$ cat config.mk
export PLATFORM = sky130hd
export DESIGN_NAME = axis_array_upsizer_flat
export DESIGN_NICKNAME = d
export VERILOG_FILES = /design/src/rtl/axis_array_upsizer_if.sv /design/src/rtl/axis_array_upsizer.sv /design/src/flat_wrapper.sv
export SDC_FILE = /design/constraint.sdc
export NUM_CORES = 1
export LEC_CHECK = 0
export ABC_AREA = 0
export CAP_MARGIN = 0
export CORE_UTILIZATION = 53
export DETAILED_ROUTE_END_ITERATION = 10
export PLACE_DENSITY = 0.89
export SYNTH_ARGS = -nofsm -noshare
export SYNTH_HDL_FRONTEND = slang
export SYNTH_SLANG_ARGS = --single-unit
$ cat constraint.sdc
create_clock -name clk -period 2.9 [get_ports clk]
set_clock_uncertainty 0.1 [all_clocks]
set_input_delay 0.58 -clock clk [delete_from_list [all_inputs] [get_ports clk]]
set_output_delay 0.58 -clock clk [all_outputs]
set_load 0.01 [all_outputs]
$ cat src/rtl/axis_array_upsizer_if.sv
// Valid/ready stream bundle used on both sides of the upsizer.
// W sets the data width, so the narrow input and the wide output share one definition.
interface axis_array_upsizer_if #(
   parameter int W = 64
);
   logic         valid;
   logic         ready;
   logic [W-1:0] data;
   logic         last;

   modport master (output valid, output data, output last, input  ready);
   modport slave  (input  valid, input  data, input  last, output ready);
endinterface

$ cat src/rtl/axis_array_upsizer.sv
// Packs narrow DMA beats into one ARRAY_SIZE*DATA_WIDTH row word per output beat.
// The first beat lands in the least-significant slice. Short transfers are zero-padded and flagged.
module axis_array_upsizer #(
   parameter int DATA_WIDTH = 16,
   parameter int ARRAY_SIZE = 16,
   parameter int IN_WIDTH   = 64
) (
   input  logic                      clk,
   input  logic                      rst_n,
   input  logic                      clr,
   axis_array_upsizer_if.slave       s,
   axis_array_upsizer_if.master      m,
   output logic [15:0]               word_cnt,
   output logic                      partial_err
);
   localparam int OUT_W  = ARRAY_SIZE * DATA_WIDTH;
   localparam int RATIO  = OUT_W / IN_WIDTH;
   localparam int LANE_W = $clog2(RATIO);
   localparam logic [LANE_W-1:0] LANE_MAX = LANE_W'(RATIO - 1);

   logic [LANE_W-1:0] lane;
   logic [OUT_W-1:0]  pack;
   logic [OUT_W-1:0]  word_next;
   logic [OUT_W-1:0]  m_data_q;
   logic              m_valid_q;
   logic              m_last_q;
   logic              s_ready;
   logic              lane_last;
   logic              in_fire;
   logic              out_fire;
   logic              word_done;

   assign lane_last = (lane == LANE_MAX);

   // A completing beat is held back only while an earlier word is still stalled.
   assign s_ready   = !m_valid_q || m.ready || (!lane_last && !s.last);
   assign in_fire   = s.valid && s_ready;
   assign out_fire  = m_valid_q && m.ready;
   assign word_done = in_fire && (lane_last || s.last);

   assign s.ready = s_ready;
   assign m.valid = m_valid_q;
   assign m.data  = m_data_q;
   assign m.last  = m_last_q;

   // Slices above the current lane are still zero in pack, which gives the padding for free.
   always_comb begin
      word_next = pack;
      word_next[int'(lane) * IN_WIDTH +: IN_WIDTH] = s.data;
   end

   always_ff @(posedge clk) begin
      if (!rst_n || clr) begin
         lane        <= '0;
         pack        <= '0;
         m_valid_q   <= 1'b0;
         m_data_q    <= '0;
         m_last_q    <= 1'b0;
         word_cnt    <= '0;
         partial_err <= 1'b0;
      end else begin
         if (in_fire) begin
            if (word_done) begin
               lane     <= '0;
               pack     <= '0;
               m_data_q <= word_next;
               m_last_q <= s.last;
               if (!lane_last) begin
                  partial_err <= 1'b1;
               end
            end else begin
               lane <= lane + LANE_W'(1);
               pack <= word_next;
            end
         end

         if (word_done) begin
            m_valid_q <= 1'b1;
         end else if (out_fire) begin
            m_valid_q <= 1'b0;
         end

         if (out_fire) begin
            word_cnt <= word_cnt + 16'd1;
         end
      end
   end
endmodule

$ cat src/flat_wrapper.sv
// flat-port wrapper written by rule: the top's interface ports become plain ports
module axis_array_upsizer_flat 
#(
   parameter int DATA_WIDTH = 16,
   parameter int ARRAY_SIZE = 16,
   parameter int IN_WIDTH   = 64
)
  (clk, rst_n, clr, word_cnt, partial_err, s_valid, s_data, s_last, s_ready, m_valid, m_data, m_last, m_ready);
  axis_array_upsizer_if #(.W((64))) s_i ();
  axis_array_upsizer_if #(.W((256))) m_i ();
  input  logic clk;
  input  logic rst_n;
  input  logic clr;
  output logic [15:0] word_cnt;
  output logic partial_err;
  input wire logic [$bits(s_i.valid)-1:0] s_valid;
  input wire logic [$bits(s_i.data)-1:0] s_data;
  input wire logic [$bits(s_i.last)-1:0] s_last;
  output wire logic [$bits(s_i.ready)-1:0] s_ready;
  output wire logic [$bits(m_i.valid)-1:0] m_valid;
  output wire logic [$bits(m_i.data)-1:0] m_data;
  output wire logic [$bits(m_i.last)-1:0] m_last;
  input wire logic [$bits(m_i.ready)-1:0] m_ready;
  assign s_i.valid = s_valid;
  assign s_i.data = s_data;
  assign s_i.last = s_last;
  assign s_ready = s_i.ready;
  assign m_valid = m_i.valid;
  assign m_data = m_i.data;
  assign m_last = m_i.last;
  assign m_i.ready = m_ready;
  axis_array_upsizer #(.DATA_WIDTH(DATA_WIDTH), .ARRAY_SIZE(ARRAY_SIZE), .IN_WIDTH(IN_WIDTH)) u_core (.clk(clk), .rst_n(rst_n), .clr(clr), .s(s_i), .m(m_i), .word_cnt(word_cnt), .partial_err(partial_err));
endmodule
* Yosys cells after proc, flatten, opt, wreduce, memory -nomap -nowiden
Index checks and enable logic that the tools add are counted.
** Storage, ports and cells
- Register bits after elaboration :: 533
- Input port bits :: 70
- Output and inout port bits :: 276
- Logic and storage cells :: 34
** Operators by class
- Add/subtract/negate cells :: 3
- Equal/unequal tests :: 1
- Shift operators :: 2
- Mux-type cells :: 5
- Bitwise logic cells :: 1
- Reduce and logical (&&, ||, !) cells :: 15
** Operators by type and width (count)
- 256-bit bitwise mux :: 1
- 256-bit two-way mux :: 1
- 64-bit by 33-bit variable shift with 256-bit output, first input constant :: 1
- 64-bit by 33-bit variable part select with 256-bit output :: 1
- 8-bit negation with 33-bit output :: 1
- 16-bit by 1-bit adder with 16-bit output, second input constant :: 1
- 1-bit logical AND :: 4
- 1-bit zero test :: 4
- 1-bit logical OR :: 4
- 3-bit AND reduction :: 1
- 2-bit by 1-bit adder with 2-bit output, second input constant :: 1
- 2-bit equality test, second input constant :: 1
- 1-bit two-way mux :: 2
- 2-bit two-way mux :: 1
- 2-bit AND reduction :: 1
- 2-bit nonzero test :: 1
- 1-bit NOT :: 1

* Logic depth before layout (Yosys ltp)
Gate-level depths: netlist of the first run.
- Depth in word-level cells :: 7
- Gate-level depth with buffers :: 9
- Mapped depth without buffers :: 6

* Worst setup path before layout of the first run
No wires, ideal clock.
- Path type :: reg-to-reg
- From :: register u_core.lane[0]
- To :: register u_core.m_data_q[201], in the netlist u_core.m.data[201]
- Setup time :: 86 ps
- Data arrival time :: 2002 ps
- Slack :: 712 ps
- Stages on the path, launching flop included :: 8
- Buffers on the path :: 2
- Clock period less this slack :: 2188 ps
- Path through :: dfxtp_1 inv_1 ha_1 or3b_1 clkbuf_1 clkbuf_1 a2bb2oi_1 a211oi_1
** Between the ends
- Cells in the longest elaborated chain, start to end :: 7
- Elaborated cells on any way between the ends :: 12
** RTL lines
- start: declaration :: line axis_array_upsizer.sv:21 : logic [LANE_W-1:0] lane;
- start signal: assignment :: line axis_array_upsizer.sv:72 : lane <= lane + LANE_W'(1);
- parallel branches: the longest is 7 deep, another holds 8-bit negation with 33-bit output
- end signal: assignment :: line axis_array_upsizer.sv:66 : m_data_q <= word_next;
- end: declaration :: line axis_array_upsizer.sv:24 : logic [OUT_W-1:0] m_data_q;
Parallel ways; which one is timed is not known.
A chain may end at the register's enable or synchronous reset.

* Worst setup path in the final report of the first run
- From :: register u_core.lane[0]
- To :: output port s_ready
** Between the ends
- Cells in the longest elaborated chain, start to end :: 4
** RTL lines
- 2-bit equality test :: line axis_array_upsizer.sv:33 : assign lane_last = (lane == LANE_MAX);
- 1-bit zero test :: line axis_array_upsizer.sv:36 : assign s_ready = !m_valid_q || m.ready || (!lane_last && !s.last);
- 1-bit logical AND :: line axis_array_upsizer.sv:36
- 1-bit logical OR :: line axis_array_upsizer.sv:36
- end: declaration :: line flat_wrapper.sv:19 : output wire logic [$bits(s_i.ready)-1:0] s_ready;
Every way passes these cells.

==> results of run 1 <==
[what timing repair did]
item,CTS,global route
gates resized for setup,2,1
gates cloned,0,0
endpoints found under the setup margin,1,1
[flip-flops by register name, indices dropped and copies added (netlist names)]
signal / flops
u_core.m.data: 256
u_core.pack: 256
u_core.word_cnt: 16
u_core.lane: 2
u_core.m.last: 1
u_core.m.valid: 1
u_core.partial_err: 1
[power by group]
group,switching (uW),internal (uW),leakage (uW)
registers,85.9,7450,0.00431
logic,938,577,0.00401
clock network,2940,4520,0.000945
[synthesized netlist by cell type (all sizes together) (7+ instances only)]
cell type  number
a211oi         84
a21oi           7
a221oi        127
a22oi          78
a2bb2oi        18
a31oi          66
a32oi          96
and2           83
buf            78
clkbuf        172
dfxtp         533
ha              7
inv             7
nand2          77
nor2          491
nor2b          65
nor3           51
o21ai         133
o2bb2ai       126
[metrics by stage]
step                      util (%)  hold WS (ns)  instance area (sq um)
after floorplan                  -        0.3300                  21150
final                        69.56        0.3693                  27130
after global placement       64.62        0.3487                  25210
after CTS                    69.53        0.3613                  27120
after detailed placement     64.62        0.3469                  25210
after global routing         69.56        0.3833                  27130
[area by class of cell]
type	instances	area [sq um]	share of cell area [%]
Inverter	7	26.28	0.09684
Multi-Input combinational cell	1562	9485	34.96
Clock buffer	77	1589	5.856
Clock inverter	21	321.6	1.185
Sequential cell	533	10670	39.33
Antenna cell	1	2.502	0.009223
Tap cell	518	648.1	2.389
Timing Repair Buffer	413	4389	16.18
[per-layer routing]
layer / share of wire (%) / vias up / GRT usage, %
met1: 39 / 9773 / 43.84
li1: - / 9042 / -
met3: 13 / 250 / 11.08
met4: 5.0 / 2 / 17.53
met2: 44 / 1303 / 51.03
met5: 0.018 / - / 0
[critical path: stages, from the launching register on]
cell,delay (ns)
dfxtp_2,0.46
ha_4,0.22
nor2_2,0.05
or2_2,0.30
clkdlybuf4s50_1,0.48
[final timing paths]
| kind | endpoint | slack, ns | depth (start not counted) |
|---|---|---|---|
| max | s_ready | 0.11 | 4 |
| min reg2reg | u_core.m.data[254] | 0.37 | 2 |
| max reg2reg | u_core.m.data[86] | 0.39 | 6 |
| min | u_core.m.data[254] | 0.37 | 2 |
[cells by family (layout without fill, tap and decap cells)]
| logic type | Yosys count | count (layout) | synth area share, % |
|---|---|---|---|
| AOI/OAI and AO/OA | 741 | 741 | 26.47 |
| xor gates and xnor gates | 10 | 10 | 0.4141 |
| adders and majority gates | 7 | 7 | 0.4141 |
| buffers and inverters | 257 | 518 | 5.158 |
| DFF | 533 | 533 | 50.45 |
| muxes | 3 | 3 | 0.1420 |
| other | 0 | 1 | 0 |
| and+or+nand+nor | 801 | 801 | 16.96 |
==> run summary, run 1 <==
data arrival time of the worst path = 2.11 ns
syn nets = 2,429
IO Count = 346
Synth Area per Inst = 8.993 sq um
Post-DRT Antenna Nets = 0
DRT Pass-1 Iters = 6
total CTS buffers = 53
r2r startpoint = u_core.lane[1]
largest net degree at the start of global routing = 125
commonest non-fill, non-tap cell in the layout = dfxtp_1
Post-synth EDFFs = 0
CTS Hold Bufs = 0
area grow syn2layout = 28.28%
Overflow after GRT = 0
setup TNS = 0 ns
Critical Path Fanout Max = 11
Crit. End Element = primary output
Synth async-reset ratio = 0%
status = complete, no violations
Clock Sinks = 533
Synth warnings = 0
Netlist cell types = 49
H-tree levels = 2
starting density of the core = 54.22%
final worst slack = 0.1145 ns
Leakage = 0.009273 uW
clock root cell = clkbuf_16
top-area cell type share of the netlist area = 50.45%
first-pass GRT wire length = 110,000 um
commonest cells after routing, fill and taps aside = dfxtp_1, nor2_1, clkdlybuf4s50_1, o21ai_0, a221oi_1
Non-Filler Instances = 3,132
Synth Register Bits = 533
WL final = 71,780 um
Worst-Margin Slew = 1.250 ns
CP required = 2.22 ns
1st-iter DRT viols = 2,439
fmax = 359.0 MHz
Hold Fails Final Rpt = 0
postcts setup bufs = 0
pwr dens = 608.4 nW/um^2
PortBufs = 345
Slew Limit Fails = 0
RSZ-0062 raised after global routing = false
CP startpoint kind = flop
final net count = 2,647
Placement Rows = 72
launch point of the critical path = u_core.lane[0]
period utilization = 96.05%
Via density = 6.504
Placer Congestion = 0.8925
GRT Overall Usage = 34.07%
number of max-cap violations = 0
DPL Wire Length = 45,790 um
register area share after synthesis = 50.45%
prevailing post-synth register cell = dfxtp_1
CP Class = reg -> out
area of the die = 40,710 sq um
Hold Crit Start = u_core.pack[254]
vias = 20,370
Filler cells = 2,785
vias in the first global route = 19,585
WL per Instance = 22.92 um
ratio of cells with drive above 1 in the final layout = 6.889%
Final setup viols = 0
initial antenna violation count = 2
core area = 39,010 sq um
DP Cell Count = 3,033
total power = 16,510 uW
Synth Instances = 2,352
DR DRC count = 0
top area cells in the synthesized netlist = dfxtp_1, nor2_1, a221oi_1, o2bb2ai_1, a32oi_1
Die Y = 201.8 um
peak supply drop = 0.0004714 V
CTS Buffer Depth = 3
DP Worst Slack = 0.2709 ns
chip width = 201.8 um
area leader, netlist = dfxtp_1
crit path time final = 2.786 ns
Clk Latency, worst-skew pair = 0.60 ns
Clock Pin Slew Worst Setup and Hold Paths = 0.06 ns
slew margin rel. = 16.55%
Syn Std Cell Area = 21,150 sq um
min-delay worst type = reg -> reg
CTS tree = yes
Note: power is estimated with default switching activity, not from simulation.
==> run 2: changes to the inputs <==
Settings changed: CTS_CLUSTER_DIAMETER set to 80.
==> results of run 2 <==
Final layout, timing and power as in run 1 (identical DEF).
==> run 3: changes to the inputs <==
Settings changed: CTS_CLUSTER_SIZE set to 24.
==> run summary, run 3 (synthesis gave the netlist of run 1 again) <==
max incr delay on CP = 0.48 ns (about the same)
Worst-Margin Slew = 1.240 ns (was 1.250 ns)
Clock Sinks = 533 (unchanged)
starting density of the core = 54.22% (unchanged)
launch point of the critical path = u_core.lane[1] (was u_core.lane[0])
area of the die = 40,710 sq um (unchanged)
CTS tree = yes (unchanged)
Hold Crit Start = u_core.pack[254] (unchanged)
CP startpoint kind = flop (unchanged)
CTS Hold Bufs = 0 (unchanged)
Placement Rows = 72 (unchanged)
area grow syn2layout = 23.27% (was 28.28%)
largest net degree at the start of global routing = 125 (unchanged)
H-tree levels = 1 (was 2)
crit path time final = 2.828 ns (was 2.786 ns)
total power = 13,570 uW (was 16,510 uW)
hold_ws = 0.3799 ns (was 0.3693 ns)
Crit. End Element = primary output (unchanged)
Max stage delay cell, worst path = clkdlybuf4s50_1 (unchanged)
WL per Instance = 22.54 um (was 22.92 um)
vias in the first global route = 18,989 (was 19,585)
PortBufs = 345 (unchanged)
CTS Buffer Depth = 3 (unchanged)
Overflow after GRT = 0 (unchanged)
pwr dens = 520.6 nW/um^2 (was 608.4 nW/um^2)
slew margin rel. = 17.20% (was 16.55%)
DR DRC count = 0 (unchanged)
Slew Limit Fails = 0 (unchanged)
Clk Latency, worst-skew pair = 0.58 ns (was 0.60 ns)
number of max-cap violations = 0 (unchanged)
Placer Congestion = 0.8925 (unchanged)
Critical Path Fanout Max = 6 (was 11)
RSZ-0062 raised after global routing = false (unchanged)
Register Area = 10,670 sq um (about the same)
vias = 19,966 (was 20,370)
min-delay worst type = reg -> reg (unchanged)
Hold Fails Final Rpt = 0 (unchanged)
fmax = 353.6 MHz (was 359.0 MHz)
total CTS buffers = 27 (was 53)
Final setup viols = 0 (unchanged)
core area = 39,010 sq um (unchanged)
1st-iter DRT viols = 2,339 (was 2,439)
peak supply drop = 0.0003971 V (was 0.0004714 V)
CP required = 2.22 ns (about the same)
DPL Wire Length = 45,790 um (unchanged)
GRT Overall Usage = 32.64% (was 34.07%)
Post-DRT Antenna Nets = 0 (unchanged)
first-pass GRT wire length = 106,600 um (was 110,000 um)
r2r startpoint = u_core.lane[1] (unchanged)
IO Count = 346 (unchanged)
setup TNS = 0 ns (unchanged)
critical path's top delay family = buffers and inverters (unchanged)
Non-Filler Instances = 3,070 (was 3,132)
Leakage = 0.008747 uW (was 0.009273 uW)
data arrival time of the worst path = 2.15 ns (was 2.11 ns)
final net count = 2,621 (was 2,647)
Clock Pin Slew Worst Setup and Hold Paths = 0.10 ns (was 0.06 ns)
initial antenna violation count = 1 (was 2)
Multi-input gate area = 9475 sq um (was 9485 sq um)
DRT Pass-1 Iters = 6 (unchanged)
WL final = 69,190 um (was 71,780 um)
clock root cell = clkbuf_16 (unchanged)
ratio of cells with drive above 1 in the final layout = 4.939% (was 6.889%)
DP Cell Count = 3,033 (unchanged)
Via density = 6.504 (about the same)
CP Class = reg -> out (unchanged)
Die Y = 201.8 um (unchanged)
period utilization = 97.52% (was 96.05%)
commonest cells after routing, fill and taps aside = dfxtp_1, nor2_1, clkdlybuf4s50_1, o21ai_0, a221oi_1 (unchanged)
critical path cell sequence = ha_2 -> nor2_2 -> or2_2 -> clkdlybuf4s50_1 (was ha_4 -> nor2_2 -> or2_2 -> clkdlybuf4s50_1)
chip width = 201.8 um (unchanged)
worst path buffer plus inverter count = 1 (unchanged)
status = complete, no violations (unchanged)
commonest non-fill, non-tap cell in the layout = dfxtp_1 (unchanged)
Filler cells = 2,947 (was 2,785)
==> run 3: stage by stage <==
step | area (sq um) | util (%) | setup WS (ns)
global placement | 25210 | 64.62 | 0.2769
global route | 26070 | 66.84 | 0.008632
detailed placement | 25210 | 64.62 | 0.2709
floorplan | 21150 | - | 0.7122
finish | 26070 | 66.84 | 0.07181
CTS | 26070 | 66.83 | 0.05164
==> run 3: what timing repair did <==
item	4_1_cts	5_1_grt
gates cloned	0	0
buffers inserted	0	0
endpoints found under the setup margin	1	1
resized for setup	2	1
==> run 3: final timing paths <==
kind                        end  slack [ns]  cells after the start
max reg2reg   u_core.m.data[88]        0.37                      6
min reg2reg  u_core.m.data[254]        0.38                      2
max                     s_ready        0.07                      4
min          u_core.m.data[254]        0.38                      2
==> run 3: worst min-delay path, delay by kind of cell (launching register included) <==
family / cells / cell delay, ns
flip-flops: 1 / 0.33
AND/OR/NAND/NOR: 1 / 0.05
AO/OA/AOI/OAI: 1 / 0.06
==> run 3: final cells by class <==
cell class                 instances  share of cell area, %
multi-input combinational       1562                  36.34
sequential                       533                  40.94
clock buffer                      28                  2.606
tap                              518                  2.486
timing repair buffer             413                  16.83
clock inverter                     8                 0.6862
antenna                            1               0.009597
inverter                           7                 0.1008
==> run 3: per-layer routing <==
| layer | part of all wire, % | routed length [um] | track usage (%) | vias to the layer above |
|---|---|---|---|---|
| li1 | - | - | - | 8962 |
| met1 | 39 | 27330 | 42.99 | 9627 |
| met2 | 44 | 30370 | 49.67 | 1186 |
| met3 | 12 | 8420 | 9.674 | 191 |
| met4 | 4.4 | 3073 | 14.07 | 0 |
| met5 | 0 | 0 | 0 | - |
==> run 3: where the power goes <==
group / switching (uW) / internal [uW] / leakage, uW
Combinational: 922 / 577 / 0.00401
Sequential: 84.1 / 7440 / 0.00431
Clock: 2400 / 2150 / 0.000419
